### config.mk
export PLATFORM = sky130hd
export DESIGN_NAME = local_code_gen
export DESIGN_NICKNAME = d
export VERILOG_FILES = /design/src/rtl/local_code_gen.sv
export SDC_FILE = /design/constraint.sdc
export NUM_CORES = 1
export LEC_CHECK = 0
export ABC_AREA = 1
export CAP_MARGIN = 20
export CORE_MARGIN = 10
export CORE_UTILIZATION = 36
export DETAILED_ROUTE_END_ITERATION = 10
export PLACE_DENSITY_LB_ADDON = 0.25
export SLEW_MARGIN = 20
export SYNTH_ARGS = -nofsm -noshare
export SYNTH_HDL_FRONTEND = slang
export SYNTH_SLANG_ARGS = --single-unit
### constraint.sdc
create_clock -name rx_clk -period 3.1 [get_ports rx_clk]
set_clock_uncertainty 0.15 [all_clocks]
set_input_delay 0.31 -clock rx_clk [delete_from_list [all_inputs] [get_ports rx_clk]]
set_output_delay 0.31 -clock rx_clk [all_outputs]
set_load 0.01 [all_outputs]
### src/rtl/local_code_gen.sv
// local_code_gen
//   Local replica generator for the B1 correlation channel. A code NCO steps a
//   pair of 11-stage Gold-code registers (G1, G2); the chip value, optionally
//   XORed with a half-chip BOC(1,1) square subcarrier, is emitted once per
//   sample strobe together with start/end-of-period markers for the
//   correlator accumulator. One code period (CODE_LEN chips) spans sop..eop.
//
// Ports
//   rx_clk, rx_rst_n    sample clock, asynchronous active-low reset
//   cfg_start/cfg_stop  restart at chip 0 (config latched) / halt to IDLE
//   cfg_fcw             code NCO frequency control word
//   cfg_tap1/cfg_tap2   G2 phase-select taps, 1..11 (0 or >11 act as 11)
//   cfg_boc_en          enable half-chip subcarrier
//   sample_en           one code sample per strobe
//   tx_loc_boc          replica sign (1 = +1), 1 cycle after the strobe
//   tx_valid/sop/eop    sample strobe and period markers, LOC_LEAD+1 cycles after
//   tx_chip_cnt         current chip index
//   tx_busy             high in LOAD or RUN
module local_code_gen #(
    parameter int unsigned NCO_WIDTH = 32,
    parameter int unsigned CODE_LEN  = 2046,
    parameter int unsigned LOC_LEAD  = 1
) (
    input  logic                 rx_clk,
    input  logic                 rx_rst_n,
    input  logic                 cfg_start,
    input  logic                 cfg_stop,
    input  logic [NCO_WIDTH-1:0] cfg_fcw,
    input  logic [3:0]           cfg_tap1,
    input  logic [3:0]           cfg_tap2,
    input  logic                 cfg_boc_en,
    input  logic                 sample_en,
    output logic                 tx_loc_boc,
    output logic                 tx_prn_sop,
    output logic                 tx_prn_eop,
    output logic                 tx_valid,
    output logic [10:0]          tx_chip_cnt,
    output logic                 tx_busy
);

    typedef enum logic [1:0] {IDLE = 2'd0, LOAD = 2'd1, RUN = 2'd2} state_t;

    // Register bit b holds shift stage b+1; stage 11 (bit 10) is the G1 output.
    localparam logic [10:0] G_INIT    = 11'b01010101010;
    localparam logic [10:0] LAST_CHIP = 11'(CODE_LEN - 1);

    state_t               state, state_nxt;
    logic [NCO_WIDTH-1:0] fcw_q, phase, phase_sum;
    logic [3:0]           sel1_q, sel2_q;
    logic                 boc_q;
    logic [10:0]          g1, g2, chip_cnt;
    logic                 sop_pend;
    logic                 emit, carry, wrap, code;
    logic                 v1, s1, e1;

    // Tap number 1..11 to zero-based stage index; out-of-range taps select stage 11.
    function automatic logic [3:0] tap_sel(input logic [3:0] t);
        return (t == 4'd0 || t > 4'd11) ? 4'd10 : t - 4'd1;
    endfunction

    // G1: 1+x+x^7+x^8+x^9+x^10+x^11
    function automatic logic [10:0] lfsr_g1(input logic [10:0] g);
        return {g[9:0], g[0] ^ g[6] ^ g[7] ^ g[8] ^ g[9] ^ g[10]};
    endfunction

    // G2: 1+x+x^2+x^3+x^4+x^5+x^8+x^9+x^11
    function automatic logic [10:0] lfsr_g2(input logic [10:0] g);
        return {g[9:0], g[0] ^ g[1] ^ g[2] ^ g[3] ^ g[4] ^ g[7] ^ g[8] ^ g[10]};
    endfunction

    // State register
    always_ff @(posedge rx_clk or negedge rx_rst_n) begin
        if (!rx_rst_n) state <= IDLE;
        else           state <= state_nxt;
    end

    // Next state: stop wins over start
    always_comb begin
        state_nxt = state;
        case (state)
            IDLE:    if (cfg_stop) state_nxt = IDLE;
                     else if (cfg_start) state_nxt = LOAD;
            LOAD:    if (cfg_stop) state_nxt = IDLE;
                     else if (cfg_start) state_nxt = LOAD;
                     else state_nxt = RUN;
            RUN:     if (cfg_stop) state_nxt = IDLE;
                     else if (cfg_start) state_nxt = LOAD;
            default: state_nxt = IDLE;
        endcase
    end

    // State-derived outputs; a strobe coinciding with stop/start is dropped
    always_comb begin
        tx_busy     = (state != IDLE);
        emit        = (state == RUN) && sample_en && !cfg_stop && !cfg_start;
        tx_chip_cnt = chip_cnt;
    end

    always_comb begin
        {carry, phase_sum} = {1'b0, phase} + {1'b0, fcw_q};
        wrap = carry && (chip_cnt == LAST_CHIP);
        code = g1[10] ^ g2[sel1_q] ^ g2[sel2_q];
    end

    // NCO, code registers and chip counter
    always_ff @(posedge rx_clk or negedge rx_rst_n) begin
        if (!rx_rst_n) begin
            fcw_q    <= '0;
            sel1_q   <= '0;
            sel2_q   <= '0;
            boc_q    <= 1'b0;
            phase    <= '0;
            chip_cnt <= '0;
            g1       <= G_INIT;
            g2       <= G_INIT;
            sop_pend <= 1'b0;
        end else if (state == LOAD) begin
            fcw_q    <= cfg_fcw;
            sel1_q   <= tap_sel(cfg_tap1);
            sel2_q   <= tap_sel(cfg_tap2);
            boc_q    <= cfg_boc_en;
            phase    <= '0;
            chip_cnt <= '0;
            g1       <= G_INIT;
            g2       <= G_INIT;
            sop_pend <= 1'b1;
        end else if (emit) begin
            phase    <= phase_sum;
            sop_pend <= wrap;
            if (wrap) begin
                chip_cnt <= '0;
                g1       <= G_INIT;
                g2       <= G_INIT;
            end else if (carry) begin
                chip_cnt <= chip_cnt + 11'd1;
                g1       <= lfsr_g1(g1);
                g2       <= lfsr_g2(g2);
            end
        end
    end

    // First output stage; the sign holds between strobes and clears on entry to IDLE
    always_ff @(posedge rx_clk or negedge rx_rst_n) begin
        if (!rx_rst_n) begin
            tx_loc_boc <= 1'b0;
            v1         <= 1'b0;
            s1         <= 1'b0;
            e1         <= 1'b0;
        end else begin
            v1 <= emit;
            s1 <= emit && sop_pend;
            e1 <= emit && wrap;
            if (emit)                   tx_loc_boc <= ~(code ^ (boc_q & phase[NCO_WIDTH-1]));
            else if (state_nxt == IDLE) tx_loc_boc <= 1'b0;
        end
    end

    if (LOC_LEAD != 0) begin : g_lead
        logic v2, s2, e2;
        logic flush;

        // Pulses still in flight when a period is cut short must not reach the accumulator
        always_comb flush = (state != RUN) || (state_nxt != RUN);

        always_ff @(posedge rx_clk or negedge rx_rst_n) begin
            if (!rx_rst_n) begin
                v2 <= 1'b0;
                s2 <= 1'b0;
                e2 <= 1'b0;
            end else if (flush) begin
                v2 <= 1'b0;
                s2 <= 1'b0;
                e2 <= 1'b0;
            end else begin
                v2 <= v1;
                s2 <= s1;
                e2 <= e1;
            end
        end

        assign tx_valid   = v2;
        assign tx_prn_sop = s2;
        assign tx_prn_eop = e2;
    end else begin : g_nolead
        assign tx_valid   = v1;
        assign tx_prn_sop = s1;
        assign tx_prn_eop = e1;
    end

endmodule

# Yosys cells after proc, flatten, opt, wreduce, memory -nomap -nowiden
# Index checks and enable logic that the tools add are counted.
# W data, S select, Z words.
# word_totals
register_bits,116
out_inout_bits,16
# classes
n_addsub,4
order_cmp,4
eq_ne,5
n_mux,32
n_bitwise,17
n_reduce_logical,21
# op_table
op,n
$mux W11,12
$mux W32,2
$add A32 B32 Y33,1
$xor A1 B1 Y1,15
$add A11 B1 Y11 const B,1
$eq A11 B11 Y1 const B,1
$lt A4 B5 Y1 const B,2
$mux W1,9
$bmux W1 S4,2
$gt A4 B4 Y1 const B,2
$logic_not A4 Y1,2
$mux W2,4
$mux W4,2
$sub A4 B1 Y4 const B,2
$logic_and A1 B1 Y1,6
$reduce_bool A2 Y1,3
$logic_not A2 Y1,2
$ne A2 B2 Y1 const B,2
$pmux W2 S2,1
$logic_or A1 B1 Y1,3
$reduce_bool A3 Y1,1
$eq A2 B1 Y1 const B,1
$eq A2 B2 Y1 const B,1
$logic_not A1 Y1,2
4 further kinds,4

# Logic depth before layout (Yosys ltp)
# depth
ltp_word,11
ltp_mapped,16
depth_no_buf,16

# Worst setup path after synthesis
# No wires, ideal clock.
# synth_timing
path_type,flip-flop to flip-flop
start,register fcw_q[0]
end,register g1[0]
setup_time_ns,0.122
arrival_time_ns,1.847
required_ns,2.828
setup_slack_ns,0.981
stages_incl_launch_ff,17
path_buffers,1
cell_sequence,dfrtp_1 ha_1 inv_1 fa_1 inv_1 nand2_1 nand2_1 nand3_1 nand2_2 nand2_2 nand2_4 nand2_4 nand2_4 nand2_4 buf_6 nand3_1 o21ai_2
# synth_via
elab_chain_len,5
word_cells_on_any_way,7
classes_between,add/sub (1); mux (3); reduce/logical (3)
# synth_rtl
item,line,source
start: declaration,48,"logic [NCO_WIDTH-1:0] fcw_q, phase, phase_sum;"
start signal: assignment,118,fcw_q <= cfg_fcw;
$add A32 B32 Y33 (*),100,"{carry, phase_sum} = {1'b0, phase} + {1'b0, fcw_q};"
$logic_and A1 B1 Y1,101,wrap = carry && (chip_cnt == LAST_CHIP);
$mux W11,130,if (wrap) begin
$mux W11,127,end else if (emit) begin
$mux W11,117,end else if (state == LOAD) begin
end signal: assignment,136,g1 <= lfsr_g1(g1);
end: declaration,51,"logic [10:0] g1, g2, chip_cnt;"
# Every way passes the cells marked *; elsewhere a longest branch is shown, timed or not. The select of a mux whose other input is x is not followed.
# A chain may end at the register's enable or synchronous reset.

# Worst setup path after layout
# layout_timing
start,register fcw_q[0]
end,"register chip_cnt[0], in the netlist tx_chip_cnt[0]"
# layout_via
elab_chain_len,5
word_cells_on_any_way,7
classes_between,add/sub (1); mux (3); reduce/logical (3)
# layout_rtl
item,line,source
$add A32 B32 Y33 (*),100,
$logic_and A1 B1 Y1,101,
$mux W11,130,
$mux W11,127,
$mux W11,117,
end signal: assignment,135,chip_cnt <= chip_cnt + 11'd1;
end: declaration,51,
# Marks and branches as above.

==> run summary <==
critical path's most frequent cell: nand2_4
Detailed Route Iter0 Violations: 398
Via density: 4.75
Setup crit start: fcw_q[0]
gr ovfl total: 0
Distinct cells, synth: 44
Worst Path Max Fanout: 31
Mapped Cells: 1004
CP top delay family: simple AND/OR/NAND/NOR gates
Reg-to-Reg Start: fcw_q[0]
Net Sw Frac: 0.267
ANT nets after route: 0
Setup Fix Bufs, Post-CTS: 0
Sink Count: 116
PortBufs: 61
reg2reg path depth: 14
Initial Util: 0.365
CTS clock-pin slew for the worst setup and hold paths: 0.06 ns
Worst setup EP type: register
Slowest-stage cell, CP: nand4_4
non-filler instance count after layout: 1351
Reg2Reg Setup Slack: 0.25 ns
setup violators final: 0
WP data arrival: 3.03 ns
Reg-to-Reg End: tx_chip_cnt[0]
status: finished clean
CP startpoint kind: register
syn_area_per_cell: 7.34 um2
worst slew pin tran: 0.718 ns
final worst-path cycle share: 0.920
setup_tns: 0 ns
Seq/Total Area, Yosys: 0.396
Cell Rows: 52
WP depth: 14
clock share of power: 0.494
unrepaired setup endpoints after global routing: no
FF+latch count, synth: 116
Die ar.: 0.0266 mm2
WP buf/inv: 2
final number of max-transition violations: 0
leak pwr: 4.60 nW
placed insts: 1318
core region area: 0.0202 mm2
Gate power share: 0.134
last element of the critical path: tx_chip_cnt[0]
commonest non-fill, non-tap cell in the layout: nand2_1
WP data required: 3.28 ns
internal power: 0.00330 W
Clock Root Buffer: clkbuf_16
Max IR drop VDD: 350 uV
number of CTS-inserted buffers: 17
commonest non-fill, non-tap cells in the layout: 348 x nand2_1, 106 x dfrtp_1, 97 x inv_1
sequential power share: 0.372
share of layout cells above drive strength 1: 0.102
Power Dens Cells: 504 mW/mm2
Post-Route WL: 18400 um
htree depth: 4
DRC viols: 0
Post-DP HPWL: 13400 um
ANT cells: 0
antenna violations before repair: 0
largest net degree at the start of global routing: 55
NetSw: 0.00120 W
Largest stage delay, worst path: 0.55 ns
Ports: 62
via count: 6416
Nets: 1151
Max clock buf depth: 2
hold-fix buffers at CTS: 1
GRT Total Usage: 0.143
Cell Area, Synth: 0.00737 mm2
Clock Latency Late Sink: 0.42 ns
Layout area overhead: 21.1%
Die Y: 163 um
Tmin final: 2.85 ns
final hold vios: 0
Die Span X: 163 um
Ys Warns: 0
crit path cell chain: ha_1 -> inv_1 -> fa_1 -> inv_1 -> nand2_1 -> nand2_1 -> nand3_1 -> nand2_2 -> nand2_2 -> nand2_4 -> nand2_4 -> nand2_4 -> nand4_4 -> o21ai_1
Crit Path Class: register to register
Pre-antenna DRT Iters: 5
global-route wire length before repair: 31300 um
min-delay worst type: primary input to asynchronous set/reset pin
max_cap viols: 0
cts repair resizes: 0
global placement routability congestion: 0.887
f_max: 351 MHz
wire per inst: 13.6 um
syn nets: 1087
# fillers: 2091
max_slew headroom: 0.520
vias in the first global route: 6303
CTS tree: yes
-- how the worst min path moves through the flow --
stage          startpoint             end  slack [ns]  cells past startpoint
2_1_floorplan    rx_rst_n           boc_q       -0.14                      0
3_3_place_gp     rx_rst_n  tx_chip_cnt[8]        0.12                      1
3_5_place_dp     rx_rst_n  tx_chip_cnt[0]        0.12                      1
4_1_cts          rx_rst_n  tx_chip_cnt[0]        0.20                      2
5_1_grt          rx_rst_n           g1[4]        0.23                      2
6_report         rx_rst_n           g1[4]        0.20                      2
-- logic make-up (layout without fill, tap and decap cells) --
family,Yosys count,in the layout,share of synthesized area
xor gates and xnor gates,24,24,0.0285
and+or+nand+nor,580,580,0.338
AOI/OAI and AO/OA,121,121,0.101
adders and majority gates,37,37,0.0639
DFF,116,116,0.396
buffers and inverters,126,203,0.0725
-- area by class of cell --
type,instances,area (um2),share of cell area
Inverter,103,403,0.0452
Tap cell,270,338,0.0379
Timing Repair Buffer,68,676,0.0758
Clock buffer,18,439,0.0492
Sequential cell,116,2920,0.327
Multi-Input combinational cell,762,3920,0.440
Clock inverter,14,224,0.0251
-- per-layer routing --
layer | vias up | part of all wire | GRT usage
met2 | 106 | 0.47 | 0.232
li1 | 3343 | - | -
met3 | 15 | 0.035 | 0.0327
met4 | 0 | 0.014 | 0.0406
met5 | - | 0 | 0
met1 | 2952 | 0.49 | 0.187
-- power by group through the flow --
stage          combinational (W)  sequential (W)  clock (W)
2_1_floorplan           0.000409         0.00168          0
3_3_place_gp            0.000598         0.00170          0
3_5_place_dp            0.000602         0.00170          0
4_1_cts                 0.000607         0.00168    0.00226
5_1_grt                 0.000692         0.00169    0.00233
6_report                0.000601         0.00167    0.00222
-- through the flow --
stage / instance area [um2] / total power (W) / hold WS (ns) / utilization / setup WS, ns
after floorplan: 7370 / 0.00209 / -0.136 / - / 0.981
after global placement: 8250 / 0.00230 / 0.117 / 0.409 / 0.344
after detailed placement: 8250 / 0.00230 / 0.118 / 0.409 / 0.267
after CTS: 8920 / 0.00455 / 0.198 / 0.442 / 0.237
after global routing: 8920 / 0.00471 / 0.227 / 0.442 / 0.0126
final: 8920 / 0.00450 / 0.199 / 0.442 / 0.247
-- sequential cells by signal, indices dropped and copies added, names as in the netlist --
| signal | cells |
|---|---|
| fcw_q | 32 |
| phase | 32 |
| g1 | 11 |
| g2 | 11 |
| tx_chip_cnt | 11 |
| sel1_q | 4 |
| sel2_q | 4 |
| state | 2 |
| boc_q | 1 |
| e1 | 1 |
| s1 | 1 |
| sop_pend | 1 |
| tx_loc_boc | 1 |
| tx_prn_eop | 1 |
| tx_prn_sop | 1 |
| tx_valid | 1 |
| v1 | 1 |
-- synthesized netlist by cell type, drive strengths merged --
cell,number,area (um2)
nand2,361,1410
dfrtp,106,2650
nor2,103,427
inv,102,385
nand3,81,405
o21ai,55,350
a21oi,48,259
ha,36,450
buf,14,97.6
xor2,13,114
xnor2,11,96.3
dfstp,10,263
nand3b,10,75.1
clkbuf,9,33.8
nand4,8,71.3
nor3,6,30.0
or2,5,31.3
a21o,4,30.0
o21bai,4,30.0
and2,3,18.8
nor4,3,18.8
a21boi,2,15.0
a31oi,2,12.5
o211ai,2,15.0
o31ai,2,15.0
a22o,1,8.76
a32o,1,10.0
bufinv,1,17.5
fa,1,20.0
Note: power is estimated with default switching activity, not from simulation.
